$ cat src/rtl/if_id_skid_reg.sv
// IF->ID pipeline register with valid/ready handshake, one-entry skid buffer,
// flush and interrupt conversion. Define IF_ID_PERF_EN to add stall/flush perf counters.
module if_id_skid_reg #(
  parameter int unsigned          DATA_W   = 32,
  parameter int unsigned          PC_W     = 32,
  parameter logic [PC_W-1:0]      RESET_PC = PC_W'(32'h8000_0000),
  parameter logic [DATA_W-1:0]    NOP_INST = '0,
  parameter logic [PC_W-1:0]      IRQ_PC   = '0
) (
  input  logic              clk,
  input  logic              reset,
  input  logic              flush,
  input  logic              irq,
  input  logic              stall,
  input  logic              in_valid,
  input  logic [DATA_W-1:0] in_inst,
  input  logic [PC_W-1:0]   in_pc,
  output logic              in_ready,
  output logic              out_valid,
  output logic [DATA_W-1:0] out_inst,
  output logic [PC_W-1:0]   out_pc,
  output logic              out_irq,
  output logic              skid_full
`ifdef IF_ID_PERF_EN
  ,
  output logic [15:0]       perf_stall_cnt,
  output logic [15:0]       perf_flush_cnt
`endif
);

  typedef enum logic [1:0] {EMPTY, ONE, TWO} occ_t;

  occ_t              state, state_n;
  logic [DATA_W-1:0] out_inst_n, skid_inst, skid_inst_n;
  logic [PC_W-1:0]   out_pc_n, skid_pc, skid_pc_n;
  logic              out_irq_n;
  logic              accept, load;
  logic              src_valid;
  logic [DATA_W-1:0] src_inst;
  logic [PC_W-1:0]   src_pc;

  assign out_valid = (state != EMPTY);
  assign skid_full = (state == TWO);
  assign in_ready  = ~skid_full;
  assign accept    = in_valid & in_ready;
  assign load      = ~stall | ~out_valid;

  always_ff @(posedge clk) begin
    if (!reset) begin
      state     <= EMPTY;
      out_inst  <= NOP_INST;
      out_pc    <= RESET_PC;
      out_irq   <= 1'b0;
      skid_inst <= '0;
      skid_pc   <= '0;
    end else begin
      state     <= state_n;
      out_inst  <= out_inst_n;
      out_pc    <= out_pc_n;
      out_irq   <= out_irq_n;
      skid_inst <= skid_inst_n;
      skid_pc   <= skid_pc_n;
    end
  end

  always_comb begin
    state_n     = state;
    out_inst_n  = out_inst;
    out_pc_n    = out_pc;
    out_irq_n   = out_irq;
    skid_inst_n = skid_inst;
    skid_pc_n   = skid_pc;
    src_valid   = 1'b0;
    src_inst    = in_inst;
    src_pc      = in_pc;

    if (flush) begin
      state_n    = EMPTY;
      out_inst_n = NOP_INST;
      out_pc_n   = in_pc;
      out_irq_n  = 1'b0;
    end else if (load) begin
      // Skid entry is always older than the current input, so it drains first.
      if (state == TWO) begin
        src_valid = 1'b1;
        src_inst  = skid_inst;
        src_pc    = skid_pc;
      end else if (accept) begin
        src_valid = 1'b1;
      end

      if (src_valid) begin
        state_n = ONE;
        if (irq) begin
          out_inst_n = NOP_INST;
          out_pc_n   = IRQ_PC;
          out_irq_n  = 1'b1;
        end else begin
          out_inst_n = src_inst;
          out_pc_n   = src_pc;
          out_irq_n  = 1'b0;
        end
      end else begin
        state_n    = EMPTY;
        out_inst_n = NOP_INST;
        out_irq_n  = 1'b0;
      end
    end else if (accept) begin
      state_n     = TWO;
      skid_inst_n = in_inst;
      skid_pc_n   = in_pc;
    end
  end

`ifdef IF_ID_PERF_EN
  always_ff @(posedge clk) begin
    if (!reset) begin
      perf_stall_cnt <= '0;
      perf_flush_cnt <= '0;
    end else begin
      if (stall && out_valid && perf_stall_cnt != '1)
        perf_stall_cnt <= perf_stall_cnt + 16'd1;
      if (flush && perf_flush_cnt != '1)
        perf_flush_cnt <= perf_flush_cnt + 16'd1;
    end
  end
`endif

endmodule
$ cat config.mk
export PLATFORM = sky130hd
export DESIGN_NAME = if_id_skid_reg
export DESIGN_NICKNAME = d
export VERILOG_FILES = /design/src/rtl/if_id_skid_reg.sv
export SDC_FILE = /design/constraint.sdc
export NUM_CORES = 1
export LEC_CHECK = 0
export CAP_MARGIN = 20
export CORE_MARGIN = 2
export CORE_UTILIZATION = 30
export CTS_CLUSTER_DIAMETER = 50
export DETAILED_ROUTE_END_ITERATION = 16
export GPL_ROUTABILITY_DRIVEN = 0
export PLACE_DENSITY = 0.6
export SYNTH_ARGS = -nofsm -noshare
export SYNTH_HDL_FRONTEND = slang
export SYNTH_SLANG_ARGS = --single-unit
$ cat constraint.sdc
create_clock -name clk -period 2.2 [get_ports clk]
set_clock_uncertainty 0.1 [all_clocks]
set_input_delay 0.22 -clock clk [delete_from_list [all_inputs] [get_ports clk]]
set_output_delay 0.22 -clock clk [all_outputs]
set_load 0.01 [all_outputs]
### Word level (Yosys, flattened, before mapping)

Cells that the tools add are included.

* bitwise operators: 8
* add/subtract/negate cells: 0
* muxes and demuxes: 17
* multipliers: 0
* shift operators: 0
* reduce and logical (&&, ||, !) cells: 7
* equal/unequal tests: 1
* div/mod/pow operators: 0
* $lt $le $gt $ge: 0

Operator list (count)
* 2-to-1 mux 32 bit: 8
* nonzero test 2 bit: 4
* 2-to-1 mux 1 bit: 7
* NOT 1 bit: 6
* 2-to-1 mux 2 bit: 2
* AND reduction 3 bit: 1
* == test 2 bit (second input constant): 1
* AND reduction 2 bit: 1
* OR reduction 2 bit: 1
* bitwise AND 1 bit: 1
* bitwise OR 1 bit: 1

* bits of input ports: 70
* latch bits: 0
* memories kept: 0
* output and inout bits: 68
* ROM bits: 0
* bits in registers: 131
* memory bits (writable): 0

### Logic depth before layout (Yosys ltp)

Gate-level depths: netlist of the first run.

* depth after elaboration: 10
* mapped depth: 7
* mapped depth without buffers: 5

### Worst setup path before layout of the first run

Ideal clock, no wire load.

* kind: reg-to-reg
* start: reg state[0]
* end: reg skid_pc[2]
* cell stages (with the launch flop): 8
* path slack: 0.714 ns
* setup time: 0.116 ns
* arrival time: 1.269 ns
* data required time: 1.984 ns
* period minus slack after synthesis: 1.486 ns
* path through: dfxtp_1 buf_4 nand2_1 or3_1 buf_2 buf_6 nand2_1 a21boi_1

* longest elaborated chain between the ends: 5
* elaborated cells on any way between the ends: 8

RTL lines
* start, declared: line 33 `occ_t state, state_n;`
* start signal, assigned: line 57 `state <= state_n;`
* nonzero test 2 bit: line 42 `assign out_valid = (state != EMPTY);`
* NOT 1 bit: line 46 `assign load = ~stall | ~out_valid;`
* bitwise OR 1 bit: line 46
* NOT 1 bit (no source line)
* AND reduction 3 bit (no source line) *
* end signal, assigned: line 62 `skid_pc <= skid_pc_n;`
* end, declared: line 35 `logic [PC_W-1:0] out_pc_n, skid_pc, skid_pc_n;`

Every way passes the cells marked *; elsewhere a longest branch is shown, timed or not.
A chain may end at the register's enable or synchronous reset.

### Final worst setup path of the first run

* start: reg state[0]
* end: out in_ready

* longest elaborated chain between the ends: 2

RTL lines
* == test 2 bit: line 43 `assign skid_full = (state == TWO);`
* NOT 1 bit: line 44 `assign in_ready = ~skid_full;`
* end, declared: line 18 `output logic in_ready,`

Every way passes these cells.

==> metrics, run 1 <==
CP Capture Type=output port; clock-pin slew on the worst setup and hold paths=0.06 ns; placed insts=917; total CTS buffers=17; All-Layer GR Usage=0.1449; placed instance area=6769 sq um; # fillers=1,661; post-synthesis sequential area ratio=0.5046; core box area=17,120 sq um; total gr overflow=0; IO Pins=138; hold path endpoint=skid_inst[5]; Starting Density=0.3037; Max H-tree Level=4; Die Wd=135.6 um; worst hold-check path type=input pin to register; dpl hpwl=9095 um; Fin. Hold Viols=0; Setup TNS Final=0 ns; post-place setup slack=0.1730 ns; largest net degree at the start of global routing=64; register area=2624 sq um; Setup Fix Bufs, Post-CTS=0; Clock Sink Count=131; critical path class=register to output port; Max IR drop VDD=0.4594 mV; FF-to-FF path depth=5; Mapped Cells=587; hold wc startpoint=reset; Worst Setup Slack, final=0.1708 ns; Hold Path Depth=2; vias per inst=4.701; wirelength, routed=13,200 um; register-to-register setup slack=0.53 ns; Vert. Die Dim=135.6 um; CTS max path bufs=2; Cell variety after synth=29; Net Count, Synth=657; Finish-stage setup viols=0; Post-Layout Cell Count=949; vias in the first global route=4,275; clock latency at the later pin of the worst-skew pair=0.41 ns; Rel. slew slack=0.7395; Avg Cell Area, Syn=8.854 sq um; r2r startpoint=state[0]; final design area excluding fillers=7372 sq um; most frequent cells in the layout=nand2_1, clkdlybuf4s50_1, dfxtp_1, a21boi_1, o21ai_0; most common cell after layout, fill and taps aside=nand2_1; RR Endpoint=skid_inst[22]; WP data arrival=1.71 ns; post-route ant nets=0; crit share post-route=0.9223; 1st-iter DRT viols=201; Pwr Density=795.2 nW/um^2; unrepaired setup endpoints after global routing=no; Layout Nets=781; top area cells in the synthesized netlist=dfxtp_1, nand2_1, a21boi_1, mux2i_1, a22oi_1; Final min period=2.029 ns; Buffers on Ports=137; Worst Path Max Fanout=8; crit path launch type=register; drt pass-1 iters=4; first-pass GRT wire length=21,130 um; maximum clock rate=492.8 MHz; Rows=48; Multi-input gate area=2315 sq um; Ant. Diodes=0; Yosys top cell by area=dfxtp_1; Clock Tree Root=clkbuf_16; vias=4,461; DR DRC count=0; area of the mapped netlist=5197 sq um; share of cells above drive strength 1=0.07873; Pleak=0.002817 uW; Max Cap Viol=0; Hold-fix buffers, CTS=0; worst-margin pin slew=0.3892 ns; status=finished, final reports clean; YS warnings=0; CP required=1.88 ns; drt wl/cell=13.91 um; synthesis-to-finish area growth=41.84%; Final Max Slew Viols=0; Synth top area share=0.5046; initial antenna violation count=0; Seq cells post-synth=131; die area=18,390 sq um; CTS tree=done
==> critical path, stage by stage (launching register included) <==
cell and delay (ns):
dfxtp_2 0.44, nor2b_4 0.08, inv_2 0.20, clkdlybuf4s50_1 0.58
==> flip-flops by register name, summed over array words and instances, names as in the netlist <==
signal and count:
skid_inst 32, out_irq 1, state 2, out_inst 32
skid_pc 32, out_pc 32
==> cell type report <==
class | instances | area share
inverter | 3 | 0.001527
timing repair buffer | 150 | 0.2088
multi-input combinational | 408 | 0.3140
clock buffer | 19 | 0.06144
sequential | 131 | 0.3559
clock inverter | 13 | 0.02020
tap | 225 | 0.03819
==> power by group <==
| part | switching [uW] | leakage (uW) | internal, uW |
|---|---|---|---|
| combinational | 235 | 0.00146 | 306 |
| sequential | 38.4 | 0.00107 | 2450 |
| clock | 1090 | 0.000292 | 1750 |
==> per-layer routing <==
layer	wire, um	up-vias	global-route usage
li1	-	2273	-
met1	6177	2058	0.1838
met2	6059	120	0.2284
met3	831	10	0.04863
met4	135	0	0.05440
met5	0	-	0
==> worst max path at each step <==
stage / start / slack (ns) / to
floorplan: state[0] / 0.71 / skid_pc[2]
global placement: stall / 0.21 / skid_inst[31]
detailed placement: stall / 0.17 / skid_inst[31]
CTS: state[0] / 0.13 / in_ready
global route: state[0] / 0.08 / in_ready
finish: state[0] / 0.17 / in_ready
==> repair_timing <==
action                                  CTS  global route
resized for setup                         1             0
endpoints found under the setup margin    1             0
hold endpoints to repair                  0             0
==> stage by stage <==
| step | hold WS (ns) | power (uW) | utilization |
|---|---|---|---|
| finish | 0.09405 | 5862 | 0.4307 |
| global route | 0.09026 | 6113 | 0.4307 |
| CTS | 0.07969 | 5942 | 0.4307 |
| detailed placement | 0.3409 | 3079 | 0.3955 |
| global placement | 0.3390 | 3073 | 0.3955 |
| floorplan | 0.2548 | 2754 | - |
==> logic make-up (layout without fill, tap and decap cells) <==
kind of cell,count (synthesis),after routing,share of synthesized area
flip-flops,131,131,0.5046
AO/OA/AOI/OAI,198,198,0.2439
buffers and inverters,48,185,0.05152
AND/OR/NAND/NOR,178,178,0.1384
multiplexers,32,32,0.06163
==> synth_stat cells <==
cell type,n
o31ai_2,1
nor3_4,2
buf_6,6
dfxtp_1,131
nand3_1,2
a21boi_0,4
nor2b_4,1
o311ai_4,1
or2_2,1
a222oi_1,1
inv_1,2
a21oi_1,32
buf_4,4
o21ai_0,33
nand2b_1,2
or3_1,1
a31oi_1,1
mux2i_1,32
and2_1,1
nor3_1,1
o31a_1,1
a22oi_1,31
nand2_1,162
a21boi_1,60
inv_2,1
buf_2,22
clkbuf_1,13
nor2_1,5
o21ai_1,33
Power figures use the tool's default switching activity.
==> run 2, diff against run 1 <==
Settings changed: CORE_UTILIZATION 30 to 52, PLACE_DENSITY 0.6 to 0.91.
==> metrics, run 2 (same netlist as run 1, synthesis figures left out) <==
Rows=36 (was 48); Max IR drop VDD=0.6289 mV (was 0.4594 mV); largest net degree at the start of global routing=67 (was 64); CP Capture Type=output port (unchanged); Hold Path Depth=3 (was 2); WP data arrival=1.77 ns (was 1.71 ns); Pleak=0.002811 uW (was 0.002817 uW); Final min period=2.086 ns (was 2.029 ns); Clock Sink Count=131 (unchanged); placed instance area=6654 sq um (was 6769 sq um); Buffers on Ports=137 (unchanged); unrepaired setup endpoints after global routing=no (unchanged); clock latency at the later pin of the worst-skew pair=0.51 ns (was 0.41 ns); status=finished, final reports clean (unchanged); critical path class=register to output port (unchanged); r2r startpoint=state[0] (unchanged); PnR Total Power=5628 uW (was 5862 uW); crit path launch type=register (unchanged); All-Layer GR Usage=0.2551 (was 0.1449); RR Endpoint=out_pc[16] (was skid_inst[22]); Setup crit end=skid_full (was in_ready); Finish-stage setup viols=0 (unchanged); drt pass-1 iters=5 (was 4); FF-to-FF path depth=5 (unchanged); Die Wd=104.0 um (was 135.6 um); vias per inst=5.456 (was 4.701); worst hold-check path type=input pin to register (unchanged); register-to-register setup slack=0.33 ns (was 0.53 ns); CTS max path bufs=2 (unchanged); total gr overflow=0 (unchanged); drt wl/cell=15.82 um (was 13.91 um); # fillers=680 (was 1,661); total CTS buffers=17 (unchanged); 1st-iter DRT viols=336 (was 201); Fin. Hold Viols=0 (unchanged); wirelength, routed=13,630 um (was 13,200 um); core box area=9729 sq um (was 17,120 sq um); crit path launch=state[1] (was state[0]); crit share post-route=0.9481 (was 0.9223); final design area excluding fillers=7219 sq um (was 7372 sq um); CTS tree=done (unchanged); worst-margin pin slew=0.7291 ns (was 0.3892 ns); vias=4,703 (was 4,461); share of cells above drive strength 1=0.08368 (was 0.07873); first-pass GRT wire length=22,430 um (was 21,130 um); die area=10,810 sq um (was 18,390 sq um); Vert. Die Dim=104.0 um (was 135.6 um); dpl hpwl=9172 um (was 9095 um); Starting Density=0.5342 (was 0.3037); Layout Nets=787 (was 781); most common cell after layout, fill and taps aside=nand2_1 (unchanged); Clock Tree Root=clkbuf_8 (was clkbuf_16); post-route ant nets=0 (unchanged); DR DRC count=0 (unchanged); Final Max Slew Viols=0 (unchanged); synthesis-to-finish area growth=38.90% (was 41.84%); maximum clock rate=479.4 MHz (was 492.8 MHz); clock-pin slew on the worst setup and hold paths=0.06 ns (about the same); Post-Layout Cell Count=862 (was 949); Max Cap Viol=0 (unchanged); CP required=1.88 ns (about the same); most frequent cells in the layout=nand2_1, clkdlybuf4s50_1, dfxtp_1, a21boi_1, o21ai_0 (unchanged); IO Pins=138 (unchanged); Ant. Diodes=0 (unchanged); Pwr Density=779.5 nW/um^2 (was 795.2 nW/um^2); Max H-tree Level=4 (unchanged); placed insts=830 (was 917); Rel. slew slack=0.5139 (was 0.7395); Worst Path Max Fanout=5 (was 8); Setup TNS Final=0 ns (unchanged); initial antenna violation count=0 (unchanged); vias in the first global route=4,602 (was 4,275)
-- run 2: cell count changes in the layout (fill, tap and decap cells not counted), sizes merged --
cell,before,now
clkinvlp,2,3
dlygate4sd3,0,1
clkinv,5,7
bufinv,2,1
inv,7,4
buf,14,19
-- run 2: metal layers --
layer | vias up | global-route usage | share of wire
met5 | - | 0 | 0
met4 | 0 | 0.09073 | 0.021
met3 | 24 | 0.07018 | 0.052
met2 | 166 | 0.4323 | 0.50
met1 | 2231 | 0.3114 | 0.42
li1 | 2282 | - | -
-- run 2: cell type report --
cell class,count,area [sq um],area share
clock buffer,19,441.7,0.06118
clock inverter,12,107.6,0.01490
inverter,3,16.27,0.002253
multi-input combinational,408,2315,0.3206
sequential,131,2624,0.3634
tap,133,166.4,0.02305
timing repair buffer,156,1549,0.2146
-- run 2: how the worst min path moves through the flow --
stage	endpoint	slack [ns]	start
5_1_grt	skid_pc[21]	0.18	in_pc[21]
4_1_cts	skid_inst[4]	0.17	in_inst[4]
3_5_place_dp	out_inst[20]	0.34	out_inst[20]
2_1_floorplan	skid_inst[0]	0.25	in_inst[0]
6_report	skid_inst[30]	0.18	in_inst[30]
3_3_place_gp	out_inst[17]	0.33	out_inst[17]
-- run 2: report_power, final --
part / switching [uW] / total (uW) / internal (uW)
sequential: 42.1 / 2490 / 2450
clock: 1040 / 2590 / 1550
combinational: 243 / 552 / 309
-- run 2: metrics by stage --
stage,setup slack [ns],hold WS (ns),utilization
after floorplan,0.7144,0.2548,-
after global placement,0.2104,0.3347,0.6839
after detailed placement,0.1231,0.3425,0.6839
after CTS,0.06160,0.1697,0.7418
after global routing,0.03118,0.1818,0.7420
final,0.1141,0.1847,0.7420
-- run 2: worst max-delay path, stage by stage (launching register included) --
cell and delay [ns]:
dfxtp_1 0.40, nor2b_4 0.25, clkdlybuf4s50_1 0.61
-- run 2: repair_timing --
item | 4_1_cts | 5_1_grt
endpoints found under the hold margin | 2 | 0
gates resized for setup | 2 | 1
hold buffers | 1 | 0
setup endpoints to repair | 1 | 1
cloned | 0 | 0
setup buffers | 0 | 0
